<file path="src/rtl/lcd_pkg.sv">
// lcd_pkg: shared types and tables for the HD44780 4-bit sequencer.
// Power-on nibbles, config bytes and the slow-opcode predicate live here.
package lcd_pkg;

  typedef enum logic [2:0] {
    ST_PWRUP,
    ST_INIT_NIB,
    ST_CFG_HI,
    ST_CFG_LO,
    ST_IDLE,
    ST_XFER_HI,
    ST_XFER_LO
  } lcd_state_e;

  typedef enum logic [2:0] {
    TX_WAIT,
    TX_SETUP,
    TX_EHI,
    TX_GAP,
    TX_IDLE
  } tx_phase_e;

  localparam logic [7:0] CFG_BYTES [4] = '{
    8'h28, 8'h06, 8'h0C, 8'h01
  };

  localparam logic [3:0] INIT_NIBS [4] = '{
    4'h3, 4'h3, 4'h3, 4'h2
  };

  // Clear display / return home need the long settle time.
  function automatic logic is_clr_home(
    input logic       rs,
    input logic [7:0] b
  );
    return !rs && (b == 8'h01 || b == 8'h02 || b == 8'h03);
  endfunction

  function automatic int lmax(input int a, input int b);
    return (a > b) ? a : b;
  endfunction

endpackage

</file>
<file path="src/rtl/lcd_cmd_sequencer_if.sv">
// lcd_cmd_sequencer_if: byte command port, valid/ready handshake.
// master = application side, slave = LCD sequencer.
interface lcd_cmd_sequencer_if;
  logic       cmd_valid;
  logic       cmd_ready;
  logic       cmd_rs;
  logic [7:0] cmd_data;

  modport master (
    output cmd_valid,
    output cmd_rs,
    output cmd_data,
    input  cmd_ready
  );

  modport slave (
    input  cmd_valid,
    input  cmd_rs,
    input  cmd_data,
    output cmd_ready
  );
endinterface

</file>
<file path="src/rtl/lcd_nibble_tx.sv">
// lcd_nibble_tx: one E-strobed nibble (setup, E high, gap).
// Out of reset it first burns the power-up delay on the same counter.
module lcd_nibble_tx
  import lcd_pkg::*;
#(
  parameter int SETUP_CYC = 2,
  parameter int E_CYC     = 12,
  parameter int PWRUP_CYC = 750000,
  parameter int CW        = 21
) (
  input  logic          clk,
  input  logic          rst,
  input  logic          start_i,
  input  logic [3:0]    nib_i,
  input  logic          rs_i,
  input  logic [CW-1:0] gap_i,
  output logic          done_o,
  output logic          lcd_e_o,
  output logic          lcd_rs_o,
  output logic [3:0]    lcd_db_o
);

  tx_phase_e     ph_q;
  logic [CW-1:0] cnt_q;
  logic [CW-1:0] gap_q;
  logic          e_q;
  logic          rs_q;
  logic [3:0]    db_q;

  // Last cycle of the power-up wait or of the trailing gap
  // (or of E high when the gap is zero).
  assign done_o = (cnt_q == '0) &&
                  (ph_q == TX_WAIT || ph_q == TX_GAP ||
                   (ph_q == TX_EHI && gap_q == '0));

  assign lcd_e_o  = e_q;
  assign lcd_rs_o = rs_q;
  assign lcd_db_o = db_q;

  // Phase sequencer: every phase reloads the single down-counter.
  always_ff @(posedge clk or posedge rst) begin
    if (rst) begin
      ph_q  <= TX_WAIT;
      cnt_q <= CW'(PWRUP_CYC - 1);
      gap_q <= '0;
      e_q   <= 1'b0;
      rs_q  <= 1'b0;
      db_q  <= '0;
    end else if (start_i) begin
      ph_q  <= TX_SETUP;
      cnt_q <= CW'(SETUP_CYC - 1);
      gap_q <= gap_i;
      e_q   <= 1'b0;
      rs_q  <= rs_i;
      db_q  <= nib_i;
    end else begin
      unique case (ph_q)
        TX_WAIT, TX_GAP: begin
          if (cnt_q == '0) ph_q <= TX_IDLE;
          else cnt_q <= cnt_q - CW'(1);
        end
        TX_SETUP: begin
          if (cnt_q == '0) begin
            ph_q  <= TX_EHI;
            e_q   <= 1'b1;
            cnt_q <= CW'(E_CYC - 1);
          end else begin
            cnt_q <= cnt_q - CW'(1);
          end
        end
        TX_EHI: begin
          if (cnt_q == '0) begin
            e_q <= 1'b0;
            if (gap_q == '0) begin
              ph_q <= TX_IDLE;
            end else begin
              ph_q  <= TX_GAP;
              cnt_q <= gap_q - CW'(1);
            end
          end else begin
            cnt_q <= cnt_q - CW'(1);
          end
        end
        TX_IDLE: ;
        default: ph_q <= TX_IDLE;
      endcase
    end
  end

endmodule

</file>
<file path="src/rtl/lcd_cmd_sequencer.sv">
// lcd_cmd_sequencer: HD44780 4-bit init + byte command sequencer.
// Runs power-on init/config, then streams bytes as nibble pairs.
module lcd_cmd_sequencer
  import lcd_pkg::*;
#(
  parameter int SETUP_CYC   = 2,
  parameter int E_CYC       = 12,
  parameter int NIB_GAP_CYC = 50,
  parameter int CMD_GAP_CYC = 2000,
  parameter int CLR_GAP_CYC = 82000,
  parameter int PWRUP_CYC   = 750000,
  parameter int INIT_W1_CYC = 205000,
  parameter int INIT_W2_CYC = 5000,
  parameter int INIT_W3_CYC = 2000
) (
  input  logic                 clk,
  input  logic                 rst,
  lcd_cmd_sequencer_if.slave   cmd,
  output logic                 init_done,
  output logic                 busy,
  output logic                 lcd_e,
  output logic                 lcd_rs,
  output logic                 lcd_rw,
  output logic [3:0]           lcd_db
);

  localparam int MAXP = lmax(
    lmax(lmax(SETUP_CYC, E_CYC),
         lmax(NIB_GAP_CYC, CMD_GAP_CYC)),
    lmax(lmax(CLR_GAP_CYC, PWRUP_CYC),
         lmax(lmax(INIT_W1_CYC, INIT_W2_CYC),
              INIT_W3_CYC)));
  localparam int CW = $clog2(MAXP) + 1;

  lcd_state_e    state_q;
  logic [1:0]    idx_q;
  logic [1:0]    idx_nx;
  logic [7:0]    byte_q;
  logic          brs_q;
  logic          ready_q;
  logic          done_q;

  logic          hs;
  logic          tx_start;
  logic [3:0]    tx_nib;
  logic          tx_rs;
  logic [CW-1:0] tx_gap;
  logic [CW-1:0] fin_gap;
  logic          tx_done;

  function automatic logic [CW-1:0] init_gap(
    input logic [1:0] i
  );
    unique case (i)
      2'd0:    return CW'(INIT_W1_CYC);
      2'd1:    return CW'(INIT_W2_CYC);
      default: return CW'(INIT_W3_CYC);
    endcase
  endfunction

  assign idx_nx  = idx_q + 2'd1;
  assign hs      = cmd.cmd_valid & ready_q;
  assign fin_gap = is_clr_home(brs_q, byte_q) ?
                   CW'(CLR_GAP_CYC) : CW'(CMD_GAP_CYC);

  assign cmd.cmd_ready = ready_q;
  assign busy          = ~ready_q;
  assign init_done     = done_q;
  assign lcd_rw        = 1'b0;

  // Pick the next nibble so it starts right after the current gap.
  always_comb begin
    tx_start = 1'b0;
    tx_nib   = '0;
    tx_rs    = 1'b0;
    tx_gap   = '0;
    unique case (state_q)
      ST_PWRUP: begin
        if (tx_done) begin
          tx_start = 1'b1;
          tx_nib   = INIT_NIBS[0];
          tx_gap   = init_gap(2'd0);
        end
      end
      ST_INIT_NIB: begin
        if (tx_done) begin
          tx_start = 1'b1;
          if (idx_q == 2'd3) begin
            tx_nib = CFG_BYTES[0][7:4];
            tx_gap = CW'(NIB_GAP_CYC);
          end else begin
            tx_nib = INIT_NIBS[idx_nx];
            tx_gap = init_gap(idx_nx);
          end
        end
      end
      ST_CFG_HI, ST_XFER_HI: begin
        if (tx_done) begin
          tx_start = 1'b1;
          tx_nib   = byte_q[3:0];
          tx_rs    = brs_q;
          tx_gap   = fin_gap;
        end
      end
      ST_CFG_LO: begin
        if (tx_done && idx_q != 2'd3) begin
          tx_start = 1'b1;
          tx_nib   = CFG_BYTES[idx_nx][7:4];
          tx_gap   = CW'(NIB_GAP_CYC);
        end
      end
      ST_IDLE: begin
        if (hs) begin
          tx_start = 1'b1;
          tx_nib   = cmd.cmd_data[7:4];
          tx_rs    = cmd.cmd_rs;
          tx_gap   = CW'(NIB_GAP_CYC);
        end
      end
      default: ;
    endcase
  end

  // Main sequencer: init nibbles, config bytes, then user bytes.
  always_ff @(posedge clk or posedge rst) begin
    if (rst) begin
      state_q <= ST_PWRUP;
      idx_q   <= '0;
      byte_q  <= '0;
      brs_q   <= 1'b0;
      ready_q <= 1'b0;
      done_q  <= 1'b0;
    end else begin
      unique case (state_q)
        ST_PWRUP: begin
          if (tx_done) begin
            state_q <= ST_INIT_NIB;
            idx_q   <= '0;
          end
        end
        ST_INIT_NIB: begin
          if (tx_done) begin
            if (idx_q == 2'd3) begin
              state_q <= ST_CFG_HI;
              idx_q   <= '0;
              byte_q  <= CFG_BYTES[0];
              brs_q   <= 1'b0;
            end else begin
              idx_q <= idx_nx;
            end
          end
        end
        ST_CFG_HI: begin
          if (tx_done) state_q <= ST_CFG_LO;
        end
        ST_CFG_LO: begin
          if (tx_done) begin
            if (idx_q == 2'd3) begin
              state_q <= ST_IDLE;
              ready_q <= 1'b1;
              done_q  <= 1'b1;
            end else begin
              state_q <= ST_CFG_HI;
              idx_q   <= idx_nx;
              byte_q  <= CFG_BYTES[idx_nx];
            end
          end
        end
        ST_IDLE: begin
          if (hs) begin
            state_q <= ST_XFER_HI;
            ready_q <= 1'b0;
            byte_q  <= cmd.cmd_data;
            brs_q   <= cmd.cmd_rs;
          end
        end
        ST_XFER_HI: begin
          if (tx_done) state_q <= ST_XFER_LO;
        end
        ST_XFER_LO: begin
          if (tx_done) begin
            state_q <= ST_IDLE;
            ready_q <= 1'b1;
          end
        end
        default: state_q <= ST_PWRUP;
      endcase
    end
  end

  lcd_nibble_tx #(
    .SETUP_CYC (SETUP_CYC),
    .E_CYC     (E_CYC),
    .PWRUP_CYC (PWRUP_CYC),
    .CW        (CW)
  ) u_tx (
    .clk      (clk),
    .rst      (rst),
    .start_i  (tx_start),
    .nib_i    (tx_nib),
    .rs_i     (tx_rs),
    .gap_i    (tx_gap),
    .done_o   (tx_done),
    .lcd_e_o  (lcd_e),
    .lcd_rs_o (lcd_rs),
    .lcd_db_o (lcd_db)
  );

endmodule

</file>
<file path="src/flat_wrapper.sv">
// flat-port wrapper written by rule: the top's interface ports become plain ports
module lcd_cmd_sequencer_flat import lcd_pkg::*;
#(
  parameter int SETUP_CYC   = 2,
  parameter int E_CYC       = 12,
  parameter int NIB_GAP_CYC = 50,
  parameter int CMD_GAP_CYC = 2000,
  parameter int CLR_GAP_CYC = 82000,
  parameter int PWRUP_CYC   = 750000,
  parameter int INIT_W1_CYC = 205000,
  parameter int INIT_W2_CYC = 5000,
  parameter int INIT_W3_CYC = 2000
)
  (clk, rst, init_done, busy, lcd_e, lcd_rs, lcd_rw, lcd_db, cmd_cmd_valid, cmd_cmd_rs, cmd_cmd_data, cmd_cmd_ready);
  lcd_cmd_sequencer_if cmd_i ();
  input  logic clk;
  input  logic rst;
  output logic init_done;
  output logic busy;
  output logic lcd_e;
  output logic lcd_rs;
  output logic lcd_rw;
  output logic [3:0] lcd_db;
  input wire logic [$bits(cmd_i.cmd_valid)-1:0] cmd_cmd_valid;
  input wire logic [$bits(cmd_i.cmd_rs)-1:0] cmd_cmd_rs;
  input wire logic [$bits(cmd_i.cmd_data)-1:0] cmd_cmd_data;
  output wire logic [$bits(cmd_i.cmd_ready)-1:0] cmd_cmd_ready;
  assign cmd_i.cmd_valid = cmd_cmd_valid;
  assign cmd_i.cmd_rs = cmd_cmd_rs;
  assign cmd_i.cmd_data = cmd_cmd_data;
  assign cmd_cmd_ready = cmd_i.cmd_ready;
  lcd_cmd_sequencer #(.SETUP_CYC(SETUP_CYC), .E_CYC(E_CYC), .NIB_GAP_CYC(NIB_GAP_CYC), .CMD_GAP_CYC(CMD_GAP_CYC), .CLR_GAP_CYC(CLR_GAP_CYC), .PWRUP_CYC(PWRUP_CYC), .INIT_W1_CYC(INIT_W1_CYC), .INIT_W2_CYC(INIT_W2_CYC), .INIT_W3_CYC(INIT_W3_CYC)) u_core (.clk(clk), .rst(rst), .cmd(cmd_i), .init_done(init_done), .busy(busy), .lcd_e(lcd_e), .lcd_rs(lcd_rs), .lcd_rw(lcd_rw), .lcd_db(lcd_db));
endmodule
</file>
<file path="config.mk">
export PLATFORM = sky130hd
export DESIGN_NAME = lcd_cmd_sequencer_flat
export DESIGN_NICKNAME = d
export VERILOG_FILES = /design/src/rtl/lcd_pkg.sv /design/src/rtl/lcd_cmd_sequencer_if.sv /design/src/rtl/lcd_nibble_tx.sv /design/src/rtl/lcd_cmd_sequencer.sv /design/src/flat_wrapper.sv
export SDC_FILE = /design/constraint.sdc
export NUM_CORES = 1
export LEC_CHECK = 0
export CORE_ASPECT_RATIO = 1.75
export CORE_UTILIZATION = 65
export DETAILED_ROUTE_END_ITERATION = 16
export PLACE_DENSITY = 0.91
export SETUP_SLACK_MARGIN = 0.15
export SKIP_LAST_GASP = 1
export SLEW_MARGIN = 5
export SYNTH_ARGS = -nofsm -noshare
export SYNTH_HDL_FRONTEND = slang
export SYNTH_SLANG_ARGS = --single-unit
</file>
<file path="constraint.sdc">
create_clock -name clk -period 5.7 [get_ports clk]
set_input_delay 1.71 -clock clk [delete_from_list [all_inputs] [get_ports clk]]
set_output_delay 1.71 -clock clk [all_outputs]
set_load 0.02 [all_outputs]
</file>
==> summary.txt, run 1 <==
Synthesis
  • Asr flop ratio synth: 1.00
  • Count leader, synth: nor2_1
  • Post-synth EDFFs: 0
  • Share of the synthesized area in the top cell type: 0.290
  • Number of synthesized register bits: 57
  • Sequential area share after synthesis: 0.380
  • Syn Area/Cell: 8.50 um2
  • Post-Synthesis Cells: 447
  • Synth Cell Area: 0.00380 mm2
  • Post-synth top cells: nor2_1, dfrtp_1, nand2_1
  • Distinct cells, synth: 66
  • Top post-synthesis cells by area: dfrtp_1, dfstp_2, nor2_1
  • Cell taking the most area after synthesis: dfrtp_1
  • Most frequently used flop master after synthesis: dfrtp_1
  • Syn nets: 468
  • Synth warnings: 0

Placement
  • HPWL after DPL: 7950 um
  • Placed Cells: 521
  • Placed cell areas: 0.00399 mm2
  • Place WS: 2.11 ns
  • RePlAce Congestion: 1.02
  • Port bufs: 20

Die
  • Core Box Area: 0.00559 mm2
  • I/O pins: 22
  • Die Height: 103 um
  • Starting Density: 0.681
  • Die Width: 59.8 um
  • Std cell rows: 36
  • DIE AREA: 0.00617 mm2

Final layout
  • Diode count: 0
  • Fin nets: 477
  • Final non-filler cell total: 537
  • Synthesis-to-layout area growth: 11.3%
  • # fillers: 429
  • Final instance area: 0.00423 mm2
  • Share of layout cells above drive strength 1: 0.119
  • Fin util: 0.758

Clock tree
  • Worst-Skew Late Latency: 0.36 ns
  • Post-cts gate resize count: 0
  • Clk slew on worst S/H paths: 0.07 ns
  • Clk sinks: 57
  • Post-CTS setup buffers: 0
  • Clock Tree Buf Depth: 2
  • Root buf cell: clkbuf_8
  • Num CTS Buffers: 9
  • CTS tree: built
  • H-Tree Level Count: 3
  • Hold buffers post-CTS: 0

Critical path
  • Origin of the critical flop-to-flop path: u_core.u_tx.gap_q[5]
  • Cells along the critical path: clkdlybuf4s50_1 -> nand2_1 -> nor3_2 -> nor2_2 -> a221o_1
  • Critical path class: in -> reg
  • Worst r2r path cells: 6
  • Critical path fanouts, max: 12
  • CP delay by family, top: simple AND/OR/NAND/NOR gates
  • CP required: 5.94 ns
  • Startpoint types: input port
  • Largest stage delay, worst path: 0.51 ns
  • Number of buffer and inverter stages on the critical path: 1
  • Critical Path Slowest Stage Cell: clkdlybuf4s50_1
  • Reg-to-Reg End: u_core.u_tx.cnt_q[10]
  • R2R setup slack: 2.63 ns
  • Arrival @ worst endpoint: 3.51 ns
  • Crit. End Element: flop

GRT
  • GRT Util Overall: 0.403
  • Vias in the first global route: 3668
  • Global route overflow: 0
  • Antenna violations before repair: 0
  • Largest net degree at the start of global routing: 58
  • First-pass GRT wire length: 18000 um

STA
  • Post-route clock period utilization: 0.574
  • Slew Viols, Final: 0
  • Worst-Margin Slew: 0.937 ns
  • Fin Clk Skew: 0.00761 ns
  • Hold Violations, Final: 0
  • Fin Hold WS: 0.502 ns
  • F_max: 306 MHz
  • Post-Route Setup TNS: 0 ns
  • Final setup vio count: 0
  • Min Tclk post-route: 3.27 ns
  • RSZ-0062 raised after global routing: false
  • Slew headroom: 0.371
  • Worst setup margin: 2.43 ns

Hold path
  • Hold EP: u_core.u_tx.cnt_q[13]
  • Hold depth: 2
  • Hold_sp: u_core.u_tx.cnt_q[13]
  • Worst Hold Class: reg -> reg

Flow run
  • Total of max-cap violations: 0

Power and ir drop
  • Static Leak: 1.68 nW
  • Power Density: 208 mW/mm2
  • Tot Pwr: 0.881 mW
  • Max VDD drop: 176 uV

Drt
  • # DRC: 0
  • Drt total wl: 11300 um
  • Vias: 3753
  • Starting DRT DRC Count: 362
  • Drt pass-1 iters: 5
  • Drt wl/cell: 21.0 um
  • Antenna Nets Post-Route: 0
  • Vias/cell: 6.99

Outcome
  • Status: finished clean
## worst max-delay path by stage
stage,end,cells after the start,slack [ns],start
2_1_floorplan,u_core.brs_q,1,2.61,rst
3_3_place_gp,u_core.u_tx.lcd_db_o[2],5,2.19,cmd_cmd_valid
3_5_place_dp,u_core.u_tx.lcd_db_o[2],5,2.11,cmd_cmd_valid
4_1_cts,u_core.u_tx.lcd_db_o[2],5,2.47,cmd_cmd_valid
5_1_grt,u_core.u_tx.lcd_db_o[2],5,2.31,cmd_cmd_valid
6_report,u_core.u_tx.lcd_db_o[2],5,2.43,cmd_cmd_valid
## worst min-delay path, delay by kind of cell (launching register included)
family | cells | cell delay [ns]
DFF | 1 | 0.38
AOI/OAI and AO/OA | 1 | 0.07
and+or+nand+nor | 1 | 0.05
## report_power, final
part           switching, mW  internal [mW]
clock                  0.175          0.282
sequential                 0          0.405
combinational         0.0111        0.00768
## layout make-up
cell class	count	area, um2	area share
Inverter	19	71.3	0.0169
Multi-Input combinational cell	346	2160	0.511
Clock inverter	4	73.8	0.0174
Timing Repair Buffer	23	223	0.0526
Sequential cell	57	1440	0.341
Tap cell	76	95.1	0.0225
Clock buffer	12	165	0.0390
## cells by family (layout without fill, tap and decap cells)
family | Yosys count | after routing | synth area share
and+or+nand+nor | 182 | 182 | 0.254
AOI/OAI and AO/OA | 140 | 140 | 0.249
DFF | 57 | 57 | 0.380
buffers and inverters | 44 | 58 | 0.0520
xor gates and xnor gates | 10 | 10 | 0.0230
adders and majority gates | 9 | 9 | 0.0296
muxes | 4 | 4 | 0.0118
other | 1 | 1 | 0.000987
## metal layers
metal / GRT usage / vias up / wire (um)
met5: 0 / - / 0
met4: 0.292 / 0 / 736
met3: 0.0903 / 70 / 788
met2: 0.684 / 231 / 5870
met1: 0.425 / 1772 / 3860
li1: - / 1680 / -
## flip-flops by register name (all words and copies together), names as in the netlist
signal	count
u_core.u_tx.ph_q	3
u_core.u_tx.gap_q	11
u_core.byte_q	8
u_core.idx_q	2
u_core.brs_q	1
u_core.u_tx.lcd_rs_o	1
u_core.cmd.cmd_ready	1
u_core.u_tx.lcd_db_o	4
u_core.u_tx.cnt_q	21
u_core.u_tx.lcd_e_o	1
u_core.state_q	3
u_core.init_done	1
## cell usage in the layout, fill, tap and decap left out, types with 3 or more instances in the layout
cell type,n
nand3_1,9
and2_1,3
dfstp_2,13
clkbuf_8,12
nor4_1,13
nand2_1,40
o22ai_1,9
o21ai_0,32
a211oi_1,7
a22o_1,8
inv_1,18
o41ai_1,3
ha_1,9
nand2b_1,6
a21o_1,4
a21oi_1,33
or4_1,4
xnor2_1,4
nor3_1,22
or3_1,4
o21bai_1,4
clkdlybuf4s50_1,20
a221oi_1,4
o211ai_1,3
buf_4,3
dfrtp_1,44
mux2_2,4
nand4_1,10
nor2b_1,5
nor2_1,47
and4_1,3
a22oi_1,10
xor2_1,6
(Power assumes the default switching activity.)
==> run 2: changes to the inputs <==
--- a/config.mk
+++ b/config.mk
@@ -6,9 +6,9 @@
 export NUM_CORES = 1
 export LEC_CHECK = 0
 export CORE_ASPECT_RATIO = 1.75
-export CORE_UTILIZATION = 65
+export CORE_UTILIZATION = 54
 export DETAILED_ROUTE_END_ITERATION = 16
-export PLACE_DENSITY = 0.91
+export PLACE_DENSITY = 0.81
 export SETUP_SLACK_MARGIN = 0.15
 export SKIP_LAST_GASP = 1
 export SLEW_MARGIN = 5
==> constraint.sdc (replaced) <==
create_clock -name clk -period 2.9 [get_ports clk]
set_input_delay 0.87 -clock clk [delete_from_list [all_inputs] [get_ports clk]]
set_output_delay 0.87 -clock clk [all_outputs]
set_load 0.02 [all_outputs]
==> run 2 against run 1 <==
Net effect:
- first-iteration DRC count down 6.1%
- die area increased by 20%
- worst setup slack got worse by 2.1 ns
- largest cell class unchanged
- sequential share of layout area down 2.2 points
- power is 140% higher
==> summary.txt, run 2 (synthesis gave the netlist of run 1 again) <==
Final layout
  • Max reg flops: 21 (unchanged)
  • Synthesis-to-layout area growth: 18.9% (was 11.3%)
  • Most frequent cells in the layout: nor2_1, dfrtp_1, nand2_1 (unchanged)
  • Largest regs: u_core.u_tx.cnt_q: 21 flops, u_core.u_tx.gap_q: 11 flops, u_core.byte_q: 8 flops (unchanged)
  • Share of layout cells above drive strength 1: 0.154 (was 0.119)
  • Largest reg by FF count: u_core.u_tx.cnt_q (unchanged)
  • Most common cell after layout, fill and taps aside: nor2_1 (unchanged)
  • Diode count: 0 (unchanged)
  • Fin util: 0.659 (was 0.758)
  • Final instance area: 0.00452 mm2 (was 0.00423 mm2)
  • Fin nets: 496 (was 477)
  • # fillers: 540 (was 429)

Power and ir drop
  • Sw Pwr: 0.398 mW (was 0.186 mW)
  • Clock power frac: 0.602 (was 0.519)
  • Power Density: 465 mW/mm2 (was 208 mW/mm2)
  • Pint: 1.70 mW (was 0.694 mW)
  • Switch share: 0.189 (was 0.211)
  • Max VDD drop: 374 uV (was 176 uV)
  • Sequential share of power: 0.379 (was 0.460)
  • Combinational Power Share: 0.019 (was 0.021)
  • Static Leak: 1.84 nW (was 1.68 nW)

Placement
  • Port bufs: 20 (unchanged)
  • HPWL after DPL: 8490 um (was 7950 um)
  • RePlAce Congestion: 1.14 (was 1.02)
  • Placed cell areas: 0.00416 mm2 (was 0.00399 mm2)

Die
  • Die Width: 65.4 um (was 59.8 um)
  • DIE AREA: 0.00739 mm2 (was 0.00617 mm2)
  • Std cell rows: 40 (was 36)
  • Starting Density: 0.554 (was 0.681)
  • Die Height: 113 um (was 103 um)
  • I/O pins: 22 (unchanged)
  • Core Box Area: 0.00686 mm2 (was 0.00559 mm2)

Clock tree
  • Post-CTS setup buffers: 0 (unchanged)
  • Clk sinks: 57 (unchanged)
  • Worst-Skew Late Latency: 0.33 ns (was 0.36 ns)
  • Clk slew on worst S/H paths: 0.05 ns (was 0.07 ns)
  • Post-cts gate resize count: 0 (unchanged)
  • Root buf cell: clkbuf_16 (was clkbuf_8)
  • Clock Tree Buf Depth: 2 (unchanged)
  • H-Tree Level Count: 3 (unchanged)
  • Hold buffers post-CTS: 0 (unchanged)
  • CTS tree: built (unchanged)
  • Num CTS Buffers: 9 (unchanged)

STA
  • Post-Route Setup TNS: 0 ns (unchanged)
  • Fin Hold WS: 0.480 ns (was 0.502 ns)
  • Post-route clock period utilization: 0.870
  • Slew headroom: 0.533 (was 0.371)
  • Slew Viols, Final: 0 (unchanged)
  • Hold Violations, Final: 0 (unchanged)
  • Final setup vio count: 0 (unchanged)
  • RSZ-0062 raised after global routing: false (unchanged)
  • Fin Clk Skew: 0.00550 ns (was 0.00761 ns)
  • Worst-Margin Slew: 0.696 ns (was 0.937 ns)
  • F_max: 396 MHz
  • Min Tclk post-route: 2.52 ns

Critical path
  • R2R setup slack: 0.38 ns (was 2.63 ns)
  • Worst setup path end: u_core.u_tx.lcd_db_o[2] (unchanged)
  • Origin of the critical flop-to-flop path: u_core.u_tx.cnt_q[10] (was u_core.u_tx.gap_q[5])
  • Worst r2r path cells: 6 (unchanged)
  • Cells along the critical path: or4_4 -> nor4_4 -> nand4_4 -> nor2_4 -> nor2_2 -> a221o_1 (was clkdlybuf4s50_1 -> nand2_1 -> nor3_2 -> nor2_2 -> a221o_1)
  • Critical path class: reg -> reg (was in -> reg)
  • Largest stage delay, worst path: 0.63 ns (was 0.51 ns)
  • Crit. End Element: flop (unchanged)
  • Reg-to-Reg End: u_core.u_tx.lcd_db_o[2] (was u_core.u_tx.cnt_q[10])
  • Arrival @ worst endpoint: 2.74 ns (was 3.51 ns)
  • Startpoint types: flop (was input port)
  • Crit path depth: 6 (was 5)
  • Critical path fanouts, max: 12 (unchanged)
  • CP Launch Point: u_core.u_tx.cnt_q[10] (was cmd_cmd_valid)
  • Critical Path Slowest Stage Cell: or4_4 (was clkdlybuf4s50_1)
  • CP required: 3.11 ns (was 5.94 ns)
  • CP delay by family, top: simple AND/OR/NAND/NOR gates (unchanged)
  • Number of buffer and inverter stages on the critical path: 0 (was 1)

GRT
  • Vias in the first global route: 3811 (was 3668)
  • Global Route met1 Usage: 0.359 (was 0.425)
  • Grt peak-use layer: met2 (unchanged)
  • First-pass GRT wire length: 18900 um (was 18000 um)
  • GRT Util Overall: 0.343 (was 0.403)
  • Global-route track usage on met3: 0.0494 (was 0.0903)
  • Global route overflow: 0 (unchanged)
  • Met2 GRT Util: 0.594 (was 0.684)
  • Largest net degree at the start of global routing: 58 (unchanged)
  • Antenna violations before repair: 0 (unchanged)

Drt
  • Drt total wl: 11500 um (was 11300 um)
  • Vias: 3803 (was 3753)
  • Drt pass-1 iters: 5 (unchanged)
  • Starting DRT DRC Count: 340 (was 362)
  • Antenna Nets Post-Route: 0 (unchanged)
  • # DRC: 0 (unchanged)
  • Drt wl/cell: 20.4 um (was 21.0 um)
  • Vias/cell: 6.74 (was 6.99)

Hold path
  • Worst Hold Class: reg -> reg (unchanged)

Flow run
  • Total of max-cap violations: 0 (unchanged)

Outcome
  • Status: finished clean (unchanged)
==> run 2: metrics by stage <==
stage / power (mW) / cells / worst slack (ns)
finish: 2.10 / 564 / 0.376
detailed placement: 0.850 / 548 / 0.403
global route: 2.14 / 564 / 0.203
global placement: 0.849 / 548 / 0.424
floorplan: 0.826 / 447 / 0.617
CTS: 2.11 / 564 / 0.394
==> run 2: layer usage <==
metal | up-vias | part of all wire
met4 | 0 | 0.083
met2 | 187 | 0.52
met5 | - | 0
met3 | 73 | 0.046
met1 | 1811 | 0.35
li1 | 1732 | -
==> run 2: how the worst min path moves through the flow <==
stage,start,end,depth (start not counted)
3_5_place_dp,u_core.init_done,u_core.init_done,1
5_1_grt,u_core.init_done,u_core.init_done,1
6_report,u_core.init_done,u_core.init_done,1
3_3_place_gp,u_core.init_done,u_core.init_done,1
2_1_floorplan,u_core.byte_q[7],u_core.byte_q[7],2
4_1_cts,u_core.init_done,u_core.init_done,1
==> run 2: final cells by class <==
| type | instances | area [um2] | area share |
|---|---|---|---|
| Multi-Input combinational cell | 346 | 2170 | 0.480 |
| Sequential cell | 57 | 1440 | 0.319 |
| Timing Repair Buffer | 42 | 378 | 0.0836 |
| Clock buffer | 12 | 256 | 0.0568 |
| Tap cell | 84 | 105 | 0.0233 |
| Clock inverter | 4 | 98.8 | 0.0219 |
| Inverter | 19 | 71.3 | 0.0158 |
==> run 2: power by group through the flow <==
stage,Combinational (mW),Clock [mW],Sequential (mW)
final,0.0390,1.26,0.797
after global routing,0.0438,1.30,0.797
after CTS,0.0399,1.27,0.797
after detailed placement,0.0399,0,0.810
after global placement,0.0391,0,0.810
after floorplan,0.0155,0,0.810
==> run 2: worst reg2reg max path, delay by kind of cell (launching register included) <==
family | cells | cell delay (ns)
AND/OR/NAND/NOR | 5 | 1.57
flip-flops | 1 | 0.46
AO/OA/AOI/OAI | 1 | 0.37
==> run 3: changes to the inputs <==
--- a/config.mk
+++ b/config.mk
@@ -6,9 +6,9 @@
 export NUM_CORES = 1
 export LEC_CHECK = 0
 export CORE_ASPECT_RATIO = 1.75
-export CORE_UTILIZATION = 54
+export CORE_UTILIZATION = 40
 export DETAILED_ROUTE_END_ITERATION = 16
-export PLACE_DENSITY = 0.81
+export PLACE_DENSITY = 0.7
 export SETUP_SLACK_MARGIN = 0.15
 export SKIP_LAST_GASP = 1
 export SLEW_MARGIN = 5
==> run 3 against run 2 <==
Net effect:
- final area rose by 1.5%
- clock skew hardly changed
- clock-buffer cell count is 3 lower
- worst setup slack better by 0.024 ns
- sequential power about the same
- combinational power is 2% lower
- sequential share of layout area fell by 0.46 points
- power shrank 0.90%
==> summary.txt, run 3 (synthesis gave the netlist of run 1 again) <==
Clock tree
  • Root buf cell: clkbuf_16 (unchanged)
  • Post-CTS setup buffers: 0 (unchanged)
  • Post-cts gate resize count: 0 (unchanged)
  • Worst-Skew Late Latency: 0.34 ns (was 0.33 ns)
  • CTS tree: built (unchanged)
  • Clk sinks: 57 (unchanged)
  • Clock Tree Buf Depth: 2 (unchanged)
  • Num CTS Buffers: 9 (unchanged)
  • Clk slew on worst S/H paths: 0.05 ns (about the same)
  • H-Tree Level Count: 3 (unchanged)
  • Hold buffers post-CTS: 0 (unchanged)

Final layout
  • Most common cell after layout, fill and taps aside: nor2_1 (unchanged)
  • Fin nets: 500 (was 496)
  • Largest reg by FF count: u_core.u_tx.cnt_q (unchanged)
  • Max reg flops: 21 (unchanged)
  • Largest regs: u_core.u_tx.cnt_q: 21 flops, u_core.u_tx.gap_q: 11 flops, u_core.byte_q: 8 flops (unchanged)
  • Fin util: 0.501 (was 0.659)
  • Most frequent cells in the layout: nor2_1, dfrtp_1, nand2_1 (unchanged)
  • # fillers: 832 (was 540)
  • Diode count: 0 (unchanged)
  • Share of layout cells above drive strength 1: 0.161 (was 0.154)
  • Multi-input gate area: 0.00216 mm2 (was 0.00217 mm2)
  • Synthesis-to-layout area growth: 20.6% (was 18.9%)
  • Register area: 0.00144 mm2 (unchanged)

GRT
  • Global route overflow: 0 (unchanged)
  • First-pass GRT wire length: 19400 um (was 18900 um)
  • Largest net degree at the start of global routing: 58 (unchanged)
  • GRT Util Overall: 0.272 (was 0.343)
  • Antenna violations before repair: 0 (unchanged)
  • Vias in the first global route: 3705 (was 3811)

Power and ir drop
  • Sequential share of power: 0.383 (was 0.379)
  • Sw Pwr: 0.420 mW (was 0.398 mW)
  • Clock power frac: 0.599 (was 0.602)
  • Max VDD drop: 328 uV (was 374 uV)
  • Pint: 1.66 mW (was 1.70 mW)
  • Switch share: 0.202 (was 0.189)
  • Combinational Power Share: 0.018 (was 0.019)
  • Static Leak: 1.86 nW (was 1.84 nW)
  • Power Density: 454 mW/mm2 (was 465 mW/mm2)

Critical path
  • CP Launch Point: u_core.u_tx.cnt_q[2] (was u_core.u_tx.cnt_q[10])
  • Origin of the critical flop-to-flop path: u_core.u_tx.cnt_q[2] (was u_core.u_tx.cnt_q[10])
  • Critical path class: reg -> reg (unchanged)
  • Critical path fanouts, max: 8 (was 12)
  • Startpoint types: flop (unchanged)
  • Crit. End Element: flop (unchanged)
  • Arrival @ worst endpoint: 2.75 ns (was 2.74 ns)
  • CP required: 3.15 ns (was 3.11 ns)

STA
  • Min Tclk post-route: 2.50 ns (was 2.52 ns)
  • Post-route clock period utilization: 0.862 (was 0.870)
  • Hold Violations, Final: 0 (unchanged)
  • Post-Route Setup TNS: 0 ns (unchanged)
  • F_max: 400 MHz (was 396 MHz)
  • Slew Viols, Final: 0 (unchanged)
  • Final setup vio count: 0 (unchanged)
  • Worst-Margin Slew: 0.716 ns (was 0.696 ns)
  • RSZ-0062 raised after global routing: false (unchanged)
  • Fin Clk Skew: 0.00511 ns (was 0.00550 ns)
  • Slew headroom: 0.522 (was 0.533)

Placement
  • HPWL after DPL: 9090 um (was 8490 um)
  • RePlAce Congestion: 0.991 (was 1.14)
  • Port bufs: 20 (unchanged)

Drt
  • Drt total wl: 12100 um (was 11500 um)
  • Vias: 3745 (was 3803)
  • Drt wl/cell: 20.0 um (was 20.4 um)
  • Antenna Nets Post-Route: 0 (unchanged)
  • Vias/cell: 6.20 (was 6.74)
  • # DRC: 0 (unchanged)
  • Drt pass-1 iters: 7 (was 5)
  • Starting DRT DRC Count: 242 (was 340)

Die
  • Die Width: 75.7 um (was 65.4 um)
  • DIE AREA: 0.00991 mm2 (was 0.00739 mm2)
  • Core Box Area: 0.00915 mm2 (was 0.00686 mm2)
  • Std cell rows: 46 (was 40)
  • I/O pins: 22 (unchanged)
  • Die Height: 131 um (was 113 um)
  • Starting Density: 0.415 (was 0.554)

Hold path
  • Worst Hold Class: reg -> reg (unchanged)
  • Hold_sp: u_core.init_done (unchanged)

Outcome
  • Status: finished clean (unchanged)

Flow run
  • Total of max-cap violations: 0 (unchanged)
[run 3: cell types whose count changed in the layout (fill, tap and decap cells not counted), sizes merged]
cell | previous run | this run
clkinv | 0 | 3
clkbuf | 12 | 9
buf | 22 | 26
[run 3: layer usage]
layer / vias up / global-route usage / wire length [um]
met4: 0 / 0.208 / 892
met3: 68 / 0.0483 / 471
met5: - / 0 / 0
met1: 1773 / 0.275 / 4190
li1: 1731 / - / -
met2: 173 / 0.480 / 6510
[run 3: worst max-delay path: stages, from the launching register on]
cell and delay, ns:
dfstp_2 0.41, or3_1 0.50, nor2_1 0.39, and4_1 0.49, o21ai_0 0.15, a221oi_1 0.39
nor2_1 0.08
[run 3: area by class of cell]
class | count | share of cell area
multi-input combinational | 346 | 0.471
sequential | 57 | 0.315
timing repair buffer | 46 | 0.0889
clock buffer | 9 | 0.0491
tap | 120 | 0.0327
clock inverter | 7 | 0.0278
inverter | 19 | 0.0156
[run 3: worst paths after layout]
check,to,slack [ns],depth (start not counted)
max,u_core.u_tx.cnt_q[17],0.40,6
max reg2reg,u_core.u_tx.cnt_q[17],0.40,6
min,u_core.init_done,0.49,1
min reg2reg,u_core.init_done,0.49,1
max in group asynchronous,u_core.u_tx.cnt_q[2],1.67,3
min in group asynchronous,u_core.u_tx.cnt_q[18],0.92,3
[run 3: per-stage QoR]
step	cells	power (mW)	hold slack (ns)	setup slack [ns]	instance area, um2
after CTS	604	2.10	0.488	0.415	4590
final	604	2.08	0.486	0.400	4590
after global placement	588	0.850	0.465	0.417	4230
after detailed placement	588	0.850	0.472	0.389	4230
after global routing	604	2.13	0.503	0.287	4590
after floorplan	447	0.826	0.450	0.617	3800
[run 3: power by group through the flow]
| stage | Sequential (mW) | Clock, mW | Combinational, mW |
|---|---|---|---|
| global placement | 0.810 | 0 | 0.0398 |
| CTS | 0.797 | 1.27 | 0.0396 |
| detailed placement | 0.810 | 0 | 0.0396 |
| floorplan | 0.810 | 0 | 0.0155 |
| global route | 0.796 | 1.29 | 0.0436 |
| finish | 0.797 | 1.25 | 0.0383 |
